<file path="src/rtl/led_pattern_engine.sv">
// LED pattern engine: FLASH/SHIFT/BOUNCE patterns over NB_LEDS LEDs and N_COLORS channels, with speed, direction and colour select.
// Latency: button press acts on the state one clock after its rising edge, and outputs are registered one clock behind the state.
// Backpressure: none. Inputs are sampled every cycle. Optional PWM dimming is enabled by defining LED_PWM_DIM_EN.
module led_pattern_engine #(
    parameter int NB_LEDS    = 4,
    parameter int N_COLORS   = 3,
    parameter int NB_COUNTER = 16,
    parameter int NB_SPEED   = 2,
    parameter int BASE_LIMIT = 4096,
    parameter int NB_PWM     = 8
) (
    input  logic                         clock,
    input  logic                         i_reset,
    input  logic                         i_enable,
    input  logic [NB_SPEED-1:0]          i_speed,
    input  logic                         i_dir,
    input  logic                         i_mode_btn,
    input  logic [N_COLORS-1:0]          i_color_btn,
`ifdef LED_PWM_DIM_EN
    input  logic [NB_PWM-1:0]            i_dim,
`endif
    output logic [NB_LEDS-1:0]           o_led,
    output logic [N_COLORS*NB_LEDS-1:0]  o_led_rgb,
    output logic                         o_tick
);

    typedef enum logic [1:0] {
        MODE_FLASH  = 2'd0,
        MODE_SHIFT  = 2'd1,
        MODE_BOUNCE = 2'd2
    } mode_t;

    logic                  mode_btn_q;
    logic [N_COLORS-1:0]   color_btn_q;
    logic                  mode_press;
    logic [N_COLORS-1:0]   color_press;
    logic [N_COLORS-1:0]   color_pick;
    logic [NB_COUNTER-1:0] count_q;
    logic [NB_COUNTER-1:0] limit;
    logic                  tick;
    mode_t                 mode_q, mode_d;
    logic [NB_LEDS-1:0]    pattern_q, pattern_d;
    logic                  bounce_up_q, bounce_up_d;
    logic [N_COLORS-1:0]   color_q, color_d;
    logic                  tick_q;
    logic                  led_on;

    // Button history for rising-edge detection; a held button presses only once.
    always_ff @(posedge clock) begin
        if (i_reset) begin
            mode_btn_q  <= 1'b0;
            color_btn_q <= '0;
        end else begin
            mode_btn_q  <= i_mode_btn;
            color_btn_q <= i_color_btn;
        end
    end

    // Edge detect, lowest-index colour isolation and tick compare.
    always_comb begin
        mode_press  = i_mode_btn & ~mode_btn_q;
        color_press = i_color_btn & ~color_btn_q;
        color_pick  = color_press & (~color_press + N_COLORS'(1));
        limit       = NB_COUNTER'(BASE_LIMIT) << i_speed;
        // >= rather than == so a speed reduction mid-count ticks immediately.
        tick        = i_enable && (count_q >= (limit - NB_COUNTER'(1)));
    end

    // Prescaler: cleared on mode change, while disabled, and on wrap.
    always_ff @(posedge clock) begin
        if (i_reset)
            count_q <= '0;
        else if (mode_press || !i_enable || tick)
            count_q <= '0;
        else
            count_q <= count_q + NB_COUNTER'(1);
    end

    // Mode sequencing and pattern update; a mode press overrides a coincident tick.
    always_comb begin
        mode_d      = mode_q;
        pattern_d   = pattern_q;
        bounce_up_d = bounce_up_q;
        if (mode_press) begin
            case (mode_q)
                MODE_FLASH: begin
                    mode_d    = MODE_SHIFT;
                    pattern_d = NB_LEDS'(1);
                end
                MODE_SHIFT: begin
                    mode_d      = MODE_BOUNCE;
                    pattern_d   = NB_LEDS'(1);
                    bounce_up_d = 1'b1;
                end
                default: begin
                    mode_d    = MODE_FLASH;
                    pattern_d = '0;
                end
            endcase
        end else if (tick) begin
            case (mode_q)
                MODE_FLASH: pattern_d = ~pattern_q;
                MODE_SHIFT: begin
                    if (i_dir)
                        pattern_d = (pattern_q >> 1) | (pattern_q << (NB_LEDS - 1));
                    else
                        pattern_d = (pattern_q << 1) | (pattern_q >> (NB_LEDS - 1));
                end
                MODE_BOUNCE: begin
                    if (NB_LEDS == 1) begin
                        pattern_d = NB_LEDS'(1);
                    end else if (bounce_up_q) begin
                        // Turn around at the MSB without repeating it.
                        if (pattern_q[NB_LEDS-1]) begin
                            pattern_d   = pattern_q >> 1;
                            bounce_up_d = 1'b0;
                        end else begin
                            pattern_d = pattern_q << 1;
                        end
                    end else begin
                        if (pattern_q[0]) begin
                            pattern_d   = pattern_q << 1;
                            bounce_up_d = 1'b1;
                        end else begin
                            pattern_d = pattern_q >> 1;
                        end
                    end
                end
                default: pattern_d = '0;
            endcase
        end
    end

    // Colour selection: a press loads the lowest pressed index, otherwise hold.
    always_comb begin
        color_d = color_q;
        if (|color_press)
            color_d = color_pick;
    end

    // State registers; tick_q delays the step so o_tick lines up with o_led.
    always_ff @(posedge clock) begin
        if (i_reset) begin
            mode_q      <= MODE_FLASH;
            pattern_q   <= '0;
            bounce_up_q <= 1'b1;
            color_q     <= N_COLORS'(1);
            tick_q      <= 1'b0;
        end else begin
            mode_q      <= mode_d;
            pattern_q   <= pattern_d;
            bounce_up_q <= bounce_up_d;
            color_q     <= color_d;
            tick_q      <= tick && !mode_press;
        end
    end

`ifdef LED_PWM_DIM_EN
    logic [NB_PWM-1:0] pwm_cnt_q;

    // Free-running dimming counter.
    always_ff @(posedge clock) begin
        if (i_reset)
            pwm_cnt_q <= '0;
        else
            pwm_cnt_q <= pwm_cnt_q + NB_PWM'(1);
    end

    // LEDs are lit for i_dim out of every 2**NB_PWM clocks.
    always_comb begin
        led_on = (pwm_cnt_q < i_dim);
    end
`else
    // Without dimming the pattern drives the pins directly.
    always_comb begin
        led_on = 1'b1;
    end
`endif

    // Registered outputs: mono pattern, per-colour slices and the step pulse.
    always_ff @(posedge clock) begin
        if (i_reset) begin
            o_led     <= '0;
            o_led_rgb <= '0;
            o_tick    <= 1'b0;
        end else begin
            o_led  <= pattern_q & {NB_LEDS{led_on}};
            o_tick <= tick_q;
            for (int c = 0; c < N_COLORS; c++)
                o_led_rgb[c*NB_LEDS +: NB_LEDS] <= color_q[c] ? (pattern_q & {NB_LEDS{led_on}}) : '0;
        end
    end

endmodule

</file>
<file path="config.mk">
export PLATFORM = sky130hd
export DESIGN_NAME = led_pattern_engine
export DESIGN_NICKNAME = d
export VERILOG_FILES = /design/src/rtl/led_pattern_engine.sv
export SDC_FILE = /design/constraint.sdc
export NUM_CORES = 1
export LEC_CHECK = 0
export CAP_MARGIN = 20
export CORE_MARGIN = 2
export CORE_UTILIZATION = 30
export CTS_BUF_LIST = sky130_fd_sc_hd__clkbuf_4 sky130_fd_sc_hd__clkbuf_8
export DETAILED_ROUTE_END_ITERATION = 8
export GPL_TIMING_DRIVEN = 0
export HOLD_SLACK_MARGIN = 0.03
export SLEW_MARGIN = 10
export SYNTH_ARGS = -nofsm -noshare
export SYNTH_HDL_FRONTEND = slang
export SYNTH_SLANG_ARGS = --single-unit
export TNS_END_PERCENT = 5
</file>
<file path="constraint.sdc">
create_clock -name clock -period 1.5 [get_ports clock]
set_input_delay 0.225 -clock clock [delete_from_list [all_inputs] [get_ports clock]]
set_output_delay 0.225 -clock clock [all_outputs]
set_load 0.05 [all_outputs]
</file>
==> metrics.csv, run 1 <==
stage,metric,value,unit
outcome,run status,finished with violations,
outcome,failing checks,setup timing,
global_route,maximum number of pins on one net before global-route repair,16,
sta,final worst clock skew,10.4,ps
placement,total half-perimeter wirelength after legalization and detailed placement,2710,um
power_and_ir_drop,power density over the cells,970,nW/um^2
synth,Post-synth EDFFs,0,
clock_network,depth of the CTS H-tree,2,
floorplanning,starting utilization of the core area,31.2,%
worst_setup_path,stages on the worst setup path,6,
synth,total nets after synthesis,231,
drt,number of nets still failing antenna checks after routing,0,
drt,per-cell routed wire length,12.1,um
layout,post-synthesis to final-layout area growth,29.5,%
global_route,via count of the first global-routing pass,1473,
clock_network,Clock Root Buffer,clkbuf_8,
synth,Post-synth ARST share,0,%
global_route,GR Util All Layers,12.2,%
sta,min cycle time layout,1680,ps
synth,xor and xnor fraction of the mapped netlist area,6.20,%
drt,Remaining DRCs,0,
placement,buffers added on ports,26,
worst_setup_path,critical path capture point type,flip-flop,
run,max-cap violations,0,
worst_setup_path,Critical Path Source Type,flip-flop,
drt,DRT iter0 DRCs,103,
power_and_ir_drop,Leakage,1.03,nW
clock_network,Num Clock Sinks,48,
layout,Non-Filler Instances,335,
synth,synth unique cells,46,
synth,sequential-to-total area share from yosys stat,48.6,%
global_route,GRT Residual Overflow,0,
synth,Syn Area/Cell,9.16,um^2
clock_network,quantity of hold-fixing buffers added after cts,0,
worst_setup_path,Top delay family on crit path,simple AND/OR/NAND/NOR gates,
sta,crit share post-route,112,%
global_route,first-pass GRT wire length,7080,um
clock_network,Num CTS Buffers,5,
synth,adder-cell share of the synthesized area,3.16,%
drt,First-pass DRT Iterations,4,
sta,unrepaired setup endpoints after global routing,yes,
worst_setup_path,end point of the critical path,pattern_q[2],
synth,dominant combinational cell family by area after synthesis,simple AND/OR/NAND/NOR gates,
placement,Placer Congestion,0.757,
layout,fraction of layout cells with a size suffix above 1,14.3,%
synth,total of flip-flops plus latches after synthesis,48,
layout,count of inserted antenna diode cells,0,
clock_network,worst-case clock buffer depth,2,
layout,number of nets in the layout,272,
floorplanning,Site Rows,29,
layout,number of fillers in the final layout,622,
global_route,antenna violations before repair,0,
synth,share of cell area taken by muxes after synthesis,0.506,%
synth,total standard cell area after synthesis,1980,um^2
sta,maximum operating frequency,596,MHz
power_and_ir_drop,worst-case vdd ir drop,0.659,mV
sta,hold violation count in the final report,0,
synth,Yosys warning total,0,
worst_setup_path,Critical R2R Launch,count_q[14],
floorplanning,CORE AREA,6350,um^2
clock_network,clock latency on the worst-skew pair,310,ps
floorplanning,I/O pin count,27,
drt,mean number of vias per cell,4.67,
layout,area of all placed cells without fillers,2560,um^2
worst_setup_path,data arrival time of the critical path,1880,ps
worst_setup_path,"Buf+Inv Stages, Crit Path",0,
drt,count of vias placed by the detailed router,1564,
worst_setup_path,highest fanout seen on the critical path,5,
worst_setup_path,kind of critical path,reg -> reg,
worst_setup_path,critical path required time,1700,ps
worst_setup_path,launching element of the worst setup path,count_q[14],
floorplanning,Die Area,7260,um^2
drt,Routed WL,4040,um
sta,post-route worst hold slack,449,ps
synth,complex-gate fraction of the synthesized area,11.0,%
hold_path,WHS Path Cells,1,
clock_network,CTS tree,built,
worst_setup_path,register-to-register setup slack,-180,ps
worst_setup_path,stage delay of the slowest cell on the critical path,350,ps
synth,fraction of the mapped netlist area in simple logic gates,27.6,%
hold_path,HP Class,reg -> reg,
worst_setup_path,critical path's slowest cell,dfxtp_2,
sta,slack of the critical path,-179,ps
floorplanning,Horiz. Die Dim,85.2,um
power_and_ir_drop,"Power, Total",2.49,mW
placement,cell count after placement,319,
floorplanning,DIE HEIGHT,85.2,um
worst_setup_path,FF-to-FF End,pattern_q[2],
synth,synthesized instance count,216,
placement,placed cell areas,2350,um^2
sta,pins over their slew limit,0,
sta,final total negative setup slack,-2120,ps
clock_network,Clock transition at path regs,90,ps
synth,commonest register cell after synthesis,dfxtp_1,
sta,final count of negative-setup-slack endpoints,21,
worst_setup_path,path depth of the worst reg2reg path,6,
worst_setup_path,ordered cell list for the critical path,ha_4 > nand4_1 > nor4_4 > nor2_4 > o21a_1 > a32o_1,
## power by group
part | switching (mW) | total, mW | internal (mW)
sequential | 0.0236 | 1.32 | 1.30
combinational | 0.101 | 0.183 | 0.0827
clock | 0.435 | 0.980 | 0.545
total | 0.560 | 2.49 | 1.93
## how the worst min path moves through the flow
stage,from,to
floorplan,i_color_btn[0],color_btn_q[0]
global placement,tick_q,o_tick
detailed placement,tick_q,o_tick
CTS,count_q[0],count_q[0]
global route,count_q[0],count_q[0]
finish,count_q[0],count_q[0]
## stage by stage
stage	worst slack, ps	utilization (%)
final	-179	40.4
after global routing	-295	40.4
after CTS	-191	40.4
after detailed placement	-644	37.0
after global placement	-613	37.0
after floorplan	-31.3	-
## registers in the layout, summed over array words and instances, names as in the netlist
name         count
mode_q           2
color_q          3
pattern_q        4
mode_btn_q       1
o_led_rgb       12
o_led            4
color_btn_q      3
tick_q           1
count_q         16
bounce_up_q      1
o_tick           1
## cells by family (layout without fill, tap and decap cells)
kind of cell	count (synthesis)	count (layout)
and+or+nand+nor	100	100
DFF	48	48
AOI/OAI and AO/OA	34	34
xor gates and xnor gates	14	14
buffers and inverters	13	55
adders and majority gates	5	5
other	1	1
muxes	1	1
## what timing repair did
item | in CTS | in global routing
pin swaps | 11 | 3
setup buffers | 7 | 0
gates cloned | 1 | 0
gates resized for setup | 31 | 0
setup endpoints to repair | 40 | 22
## layout make-up
cell class                 instances  area, um^2  share of cell area (%)
clock buffer                       6        82.6                    3.22
multi-input combinational        155        1020                    39.8
sequential                        48         968                    37.8
buffer                             5        28.8                    1.12
tap                               77        96.3                    3.76
clock inverter                     2        38.8                    1.51
timing repair buffer              34         297                    11.6
inverter                           8        30.0                    1.17
## layer usage
| metal | GRT usage, % | vias up | routed length, um |
|---|---|---|---|
| li1 | - | 809 | - |
| met1 | 16.8 | 720 | 2040 |
| met2 | 18.5 | 30 | 1770 |
| met3 | 3.02 | 5 | 149 |
| met4 | 4.76 | 0 | 76 |
| met5 | 0 | - | 0 |
## cells in the final DEF, fill, tap and decap left out, types with 3 or more instances in the layout
master	n
and2_1	11
xor2_1	6
nand3_1	5
nand2b_1	4
dlygate4sd2_1	19
nor2_1	33
a21oi_1	8
nand2_1	13
nand4_1	4
clkdlybuf4s50_1	7
inv_1	8
o21ai_0	11
dfxtp_1	42
ha_4	4
dfxtp_2	6
xnor2_1	8
buf_4	8
nand3b_1	3
nor2b_1	11
nor3_1	3
clkbuf_8	6
## cell usage after synthesis, types with 2 or more instances
cell type / n / share of area (%)
nor2b_1: 11 / 3.5
a32o_1: 2 / 1.0
xnor2_1: 8 / 3.5
o21ai_0: 11 / 2.8
nor3_1: 3 / 0.76
nand2b_1: 4 / 1.3
nand3b_1: 3 / 1.1
nand4_1: 4 / 1.3
inv_1: 8 / 1.5
nand2_1: 13 / 2.5
xor2_1: 6 / 2.7
a211oi_1: 2 / 0.76
o31ai_1: 2 / 0.76
dfxtp_1: 48 / 49
a21oi_1: 8 / 2.0
nand3_1: 5 / 1.3
clkbuf_1: 2 / 0.38
ha_1: 5 / 3.2
and2_1: 11 / 3.5
nor2_1: 34 / 6.5
## worst reg2reg max path, stage by stage (launching register included)
cell	delay (ps)
dfxtp_2	350
ha_4	260
nand4_1	140
nor4_4	330
nor2_4	90
o21a_1	210
a32o_1	200
Note: power is estimated with default switching activity, not from simulation.
==> run 2, diff against run 1 <==
Settings changed: GPL_ROUTABILITY_DRIVEN set to 0.
==> results of run 2 <==
The final DEF is identical to that of run 1; final timing and power are the same.
